## config.mk

```make
export PLATFORM = sky130hd
export DESIGN_NAME = fc1_classifier
export DESIGN_NICKNAME = d
export VERILOG_FILES = /design/src/rtl/fc1_classifier.sv
export SDC_FILE = /design/constraint.sdc
export NUM_CORES = 2
export LEC_CHECK = 0
export ABC_AREA = 1
export BUFFER_PORTS_ARGS = -buffer_cell sky130_fd_sc_hd__buf_2
export CAP_MARGIN = 20
export CORE_MARGIN = 2
export CORE_UTILIZATION = 30
export DETAILED_ROUTE_END_ITERATION = 7
export SLEW_MARGIN = 40
export SYNTH_ARGS = -nofsm -noshare
export SYNTH_HDL_FRONTEND = slang
export SYNTH_SLANG_ARGS = --single-unit
```

## constraint.sdc

```tcl
create_clock -name clk -period 10 [get_ports clk]
set_input_delay 1 -clock clk [delete_from_list [all_inputs] [get_ports clk]]
set_output_delay 1 -clock clk [all_outputs]
set_load 0.005 [all_outputs]
```

## src/rtl/fc1_classifier.sv

```systemverilog
// fc1_classifier: ReLU on NUM_IN fc0 outputs, then NUM_OUT class scores from
// one serial multiply-accumulate fed by synchronous weight/bias ROMs. Each
// score is streamed as a one-cycle pulse, and the argmax class is reported
// alongside done_fc1.
//
// Input handshake: a beat transfers on a rising edge where in_valid and
// in_ready are both high. in_ready is high only in LOAD. The source may hold
// or drop in_valid at will, and in_valid is ignored whenever in_ready is low.
//
// Score output: score_valid is high for exactly one cycle per class. There is
// no back-pressure. score_idx/score_data stay stable until the next pulse.
module fc1_classifier #(
  parameter int NUM_IN  = 32,
  parameter int NUM_OUT = 10,
  parameter int IN_W    = 38,
  parameter int W_W     = 9,
  parameter int ACC_W   = 54,
  localparam int WA_W   = $clog2(NUM_IN * NUM_OUT),
  localparam int K_W    = $clog2(NUM_OUT)
) (
  input  logic                    clk,
  input  logic                    rst_n,
  input  logic                    enable,
  input  logic                    in_valid,
  input  logic signed [IN_W-1:0]  in_data,
  output logic                    in_ready,
  output logic [WA_W-1:0]         w_addr,
  input  logic signed [W_W-1:0]   w_data,
  output logic [K_W-1:0]          b_addr,
  input  logic signed [W_W-1:0]   b_data,
  output logic                    score_valid,
  output logic [K_W-1:0]          score_idx,
  output logic signed [ACC_W-1:0] score_data,
  output logic [K_W-1:0]          class_idx,
  output logic                    done_fc1,
  // FSM state for observation: IDLE=0, LOAD=1, MAC=2, EMIT=3, DONE=4
  output logic [2:0]              dbg_state
);

  localparam int IDX_W  = $clog2(NUM_IN);
  localparam int CNT_W  = IDX_W + 1;
  localparam int PROD_W = IN_W + W_W;

  localparam logic [CNT_W-1:0] LAST_IN  = CNT_W'(NUM_IN - 1);
  localparam logic [CNT_W-1:0] MAC_END  = CNT_W'(NUM_IN);
  localparam logic [CNT_W-1:0] MAC_FIRST = CNT_W'(1);
  localparam logic [K_W-1:0]   LAST_K   = K_W'(NUM_OUT - 1);
  localparam logic [WA_W-1:0]  K_STRIDE = WA_W'(NUM_IN);

  typedef enum logic [2:0] {
    S_IDLE = 3'd0,
    S_LOAD = 3'd1,
    S_MAC  = 3'd2,
    S_EMIT = 3'd3,
    S_DONE = 3'd4
  } state_t;

  state_t                  state;
  // cnt counts accepted beats in LOAD and the MAC step j in MAC
  logic [CNT_W-1:0]        cnt;
  logic [K_W-1:0]          k;
  // w_base tracks k*NUM_IN so no multiplier is needed for the ROM address
  logic [WA_W-1:0]         w_base;
  logic signed [ACC_W-1:0] acc;
  logic signed [ACC_W-1:0] max_score;

  logic signed [IN_W-1:0]  buf_mem [NUM_IN];

  logic [IDX_W-1:0]        rd_idx;
  logic signed [PROD_W-1:0] prod;
  logic signed [ACC_W-1:0] prod_ext;
  logic signed [ACC_W-1:0] bias_ext;
  logic signed [ACC_W-1:0] acc_next;

  // At step j the ROM returns the weight addressed at step j-1, so it pairs
  // with buffer entry j-1.
  assign rd_idx   = cnt[IDX_W-1:0] - IDX_W'(1);
  assign prod     = PROD_W'(buf_mem[rd_idx]) * PROD_W'(w_data);
  assign prod_ext = ACC_W'(prod);
  assign bias_ext = ACC_W'(b_data);
  assign acc_next = (cnt == MAC_FIRST) ? (bias_ext + prod_ext) : (acc + prod_ext);

  assign in_ready    = (state == S_LOAD);
  assign score_valid = (state == S_EMIT);
  assign done_fc1    = (state == S_DONE);
  assign dbg_state   = state;
  assign w_addr      = (state == S_MAC && cnt != MAC_END) ? (w_base + WA_W'(cnt)) : '0;
  assign b_addr      = (state == S_MAC && cnt == '0) ? k : '0;

  // Capture ReLU'd input beats; every run reloads all entries before use.
  always_ff @(posedge clk) begin
    if (enable && state == S_LOAD && in_valid) begin
      buf_mem[cnt[IDX_W-1:0]] <= in_data[IN_W-1] ? '0 : in_data;
    end
  end

  // Control FSM, accumulator, score registers and running argmax.
  always_ff @(posedge clk or negedge rst_n) begin
    if (!rst_n) begin
      state      <= S_IDLE;
      cnt        <= '0;
      k          <= '0;
      w_base     <= '0;
      acc        <= '0;
      max_score  <= '0;
      score_idx  <= '0;
      score_data <= '0;
      class_idx  <= '0;
    end else if (!enable) begin
      state      <= S_IDLE;
      cnt        <= '0;
      k          <= '0;
      w_base     <= '0;
      acc        <= '0;
      max_score  <= '0;
      score_idx  <= '0;
      score_data <= '0;
      class_idx  <= '0;
    end else begin
      case (state)
        S_IDLE: begin
          state <= S_LOAD;
          cnt   <= '0;
          k     <= '0;
        end
        S_LOAD: begin
          if (in_valid) begin
            if (cnt == LAST_IN) begin
              state  <= S_MAC;
              cnt    <= '0;
              k      <= '0;
              w_base <= '0;
            end else begin
              cnt <= cnt + CNT_W'(1);
            end
          end
        end
        S_MAC: begin
          if (cnt != '0) begin
            acc <= acc_next;
          end
          if (cnt == MAC_END) begin
            state      <= S_EMIT;
            score_idx  <= k;
            score_data <= acc_next;
          end else begin
            cnt <= cnt + CNT_W'(1);
          end
        end
        S_EMIT: begin
          // Strict compare: on a tie the earlier (lower) class index wins.
          if (k == '0 || acc > max_score) begin
            max_score <= acc;
            class_idx <= k;
          end
          if (k == LAST_K) begin
            state <= S_DONE;
          end else begin
            state  <= S_MAC;
            k      <= k + K_W'(1);
            w_base <= w_base + K_STRIDE;
            cnt    <= '0;
          end
        end
        S_DONE: begin
          state <= S_DONE;
        end
        default: begin
          state <= S_IDLE;
        end
      endcase
    end
  end

endmodule

```

==> flow_metrics.py <==
metrics = {
    "worst_setup_path": {
        "critPathLaunch": "cnt[0]",
        "end_kind": "flop",
        "crit_top_cell": "nand2_1",
        "ff2ff_setup_slack_ps": 370,
        "path_max_fanout": 45,
        "reg2reg_from": "cnt[0]",
        "worst-r2r-cell-count": 42,
        "cp_data_arrival_time_ps": 10330,
        "worst_setup_path_start_kind": "flop",
        "regToRegEndpoint": "score_data[35]",
        "crit_type": "flop to flop",
        "required_ps": 10700,
        "cp_slowest_cell": "dfrtp_4",
        "max_stage_delay_ps": 540,
    },
    "logic_synthesis": {
        "async_reset_ff_share_pct": 13.6,
        "ys_warn_count": 0,
        "ys_types": 53,
        "synthFlopType": "edfxtp_1",
        "ys_seq_area_share_pct": 54.2,
        "synth_edf_count": 1184,
        "syn_inst": 7459,
        "ys_ff_latch": 1371,
        "syn_area_per_cell_um2": 9.95,
        "mappedNetlistNets": 8041,
        "synth_area_um2": 74200,
    },
    "routing": {
        "firstDrtPassIters": 8,
        "viasPerCell": 5.20,
        "drc": 1,
        "routed_wl_um": 247000,
        "vias": 57000,
        "drtIter0Drc": 5813,
        "postRouteAntennaNets": 0,
        "wl_per_cell_um": 22.5,
    },
    "clocking": {
        "path_clk_slew_ps": 60,
        "htree_levels": 4,
        "worstSkewPairLatency_ps": 840,
        "cts_made_buffers": 143,
        "cts_tree": "yes",
        "clock-sinks": 1371,
        "root_buffer": "clkbuf_16",
        "max-clock-path-buffers": 3,
    },
    "placed_design": {
        "placed_cell_area_um2": 79900,
        "port_buffers": 140,
        "hpwlAfterDp_um": 160000,
        "place_congestion": 1.04,
    },
    "grt": {
        "grt_use_met2_pct": 30.8,
        "grt_max_degree": 151,
        "grt_overflow": 0,
        "grt_pass1_wl_um": 362000,
        "grt_usage_pct": 19.1,
        "use_met3_pct": 2.96,
        "grt_pass1_vias": 55300,
        "busiest_layer": "met2",
        "antenna_found_initial": 12,
        "grtUsageMet1_pct": 26.1,
    },
    "floorplan": {
        "fp.dieW_um": 501,
        "fp.dieH_um": 501,
        "rows": 182,
        "initial_utilization_pct": 30.2,
        "die_area_um2": 251000,
        "core_area_um2": 246000,
        "io_pins": 141,
    },
    "finish": {
        "area_growth_pct": 14.6,
        "drive_above_1_share_pct": 9.92,
        "final_nets": 8199,
        "fin_area_um2": 85100,
    },
    "status": {
        "outcome": "finished with violations",
        "violations": "DRC",
    },
    "sta": {
        "fin_worst_skew_ps": 92.5,
        "hold_violations": 0,
        "report.final.setup_viol": 0,
        "max_freq_mhz": 104,
        "final.period_utilization_pct": 96.3,
        "whs_ps": 242,
        "tightest_slew_ps": 893,
        "slew_violations": 0,
        "min_period_ps": 9630,
        "slew_headroom_pct": 40.5,
    },
    "flow_run": {
        "max_cap_violations": 0,
    },
    "worst_hold_path": {
        "hold_class": "primary input to async pin",
    },
}
[cells by family after synthesis]
kind of cell | Yosys count | share of synthesized area (%)
buffers and inverters | 985 | 5.45
DFF | 1371 | 54.2
and+or+nand+nor | 2895 | 15.6
AOI/OAI and AO/OA | 1629 | 12.7
adders and majority gates | 522 | 11.3
xor gates and xnor gates | 57 | 0.708
[through the flow]
step	util [%]	instances	setup TNS (ps)	setup slack, ps
2_1_floorplan	-	7459	0	1420
3_3_place_gp	32.4	10700	0	226
3_5_place_dp	32.5	10700	0	193
4_1_cts	34.4	10900	0	166
5_1_grt	34.6	10900	-184	-59.4
6_report	34.6	11000	0	371
[worst max-delay path by stage]
stage | endpoint | slack (ps) | cells after the start
6_report | score_data[35] | 370 | 42
5_1_grt | score_data[47] | -60 | 41
4_1_cts | acc[53] | 170 | 45
3_5_place_dp | acc[53] | 190 | 45
3_3_place_gp | score_data[53] | 230 | 45
2_1_floorplan | acc[52] | 1420 | 54
[flip-flops by register name, indices dropped and copies added, names as in the netlist, 4 cells and up]
name,flops
class_idx,4
w_base,4
score_data,54
k,4
score_idx,4
max_score,54
acc,54
buf_mem,1184
cnt,6
[critical path, delay by kind of cell (launching register included)]
family / cells / cell delay, ps
AO/OA/AOI/OAI: 11 / 2250
XOR/XNOR: 1 / 120
flip-flops: 1 / 540
buffers and inverters: 9 / 1190
adder cells (fa/ha/maj): 8 / 3530
AND/OR/NAND/NOR: 13 / 1780
[placed cells by master, fill, tap and decap left out, drive strengths merged, types with 22 or more instances in the layout]
cell type  netlist  final
dfrtp          187    187
buf            155    356
fa             248    248
nor3            34     34
nand3          313    313
ha             274    274
nand2         1467   1467
nor2           992    992
xnor2           23     23
clkinv           4     59
edfxtp        1184   1184
a21o            22     22
clkbuf         193    186
o21ai          750    750
xor2            34     34
o211ai          59     59
o22ai          189    189
a32o           110    110
a21oi          430    430
nand4           66     66
inv            633    637
[routing by layer]
layer / vias to the layer above / share of wire (%) / wire (µm)
li1: 26100 / - / -
met1: 28200 / 43 / 106000
met2: 2202 / 46 / 114000
met3: 433 / 7.4 / 18200
met4: 8 / 3.4 / 8380
met5: - / 0.021 / 52
[area by class of cell]
class	instances	area (µm²)
clock buffers	181	3750
well taps	3220	4030
fillers	24600	161000
flip-flops and latches	1371	40200
repair buffers	361	3010
multi-input cells	5103	30600
clock inverters	76	987
diodes	3	7.51
inverters	637	2430
[timing repair]
| item | 4_1_cts | 5_1_grt |
|---|---|---|
| setup endpoints to repair | 0 | 54 |
| buffers inserted | 0 | 2 |
| resized for setup | 0 | 61 |
| hold buffers | 0 | 0 |
[cell usage after synthesis (all sizes together) (59+ instances only)]
master | instances | area share [%]
nand2 | 1467 | 7.4
edfxtp | 1184 | 48
nor2 | 992 | 5.1
o21ai | 750 | 5.2
inv | 633 | 3.2
a21oi | 430 | 2.9
nand3 | 313 | 2.1
ha | 274 | 4.6
fa | 248 | 6.7
clkbuf | 193 | 0.98
o22ai | 189 | 1.6
dfrtp | 187 | 6.3
buf | 155 | 1.2
a32o | 110 | 1.5
nand4 | 66 | 0.56
o211ai | 59 | 0.60
Power is not shown: default switching activity piles up to over one toggle a cycle in this logic, so the estimate is an artifact.
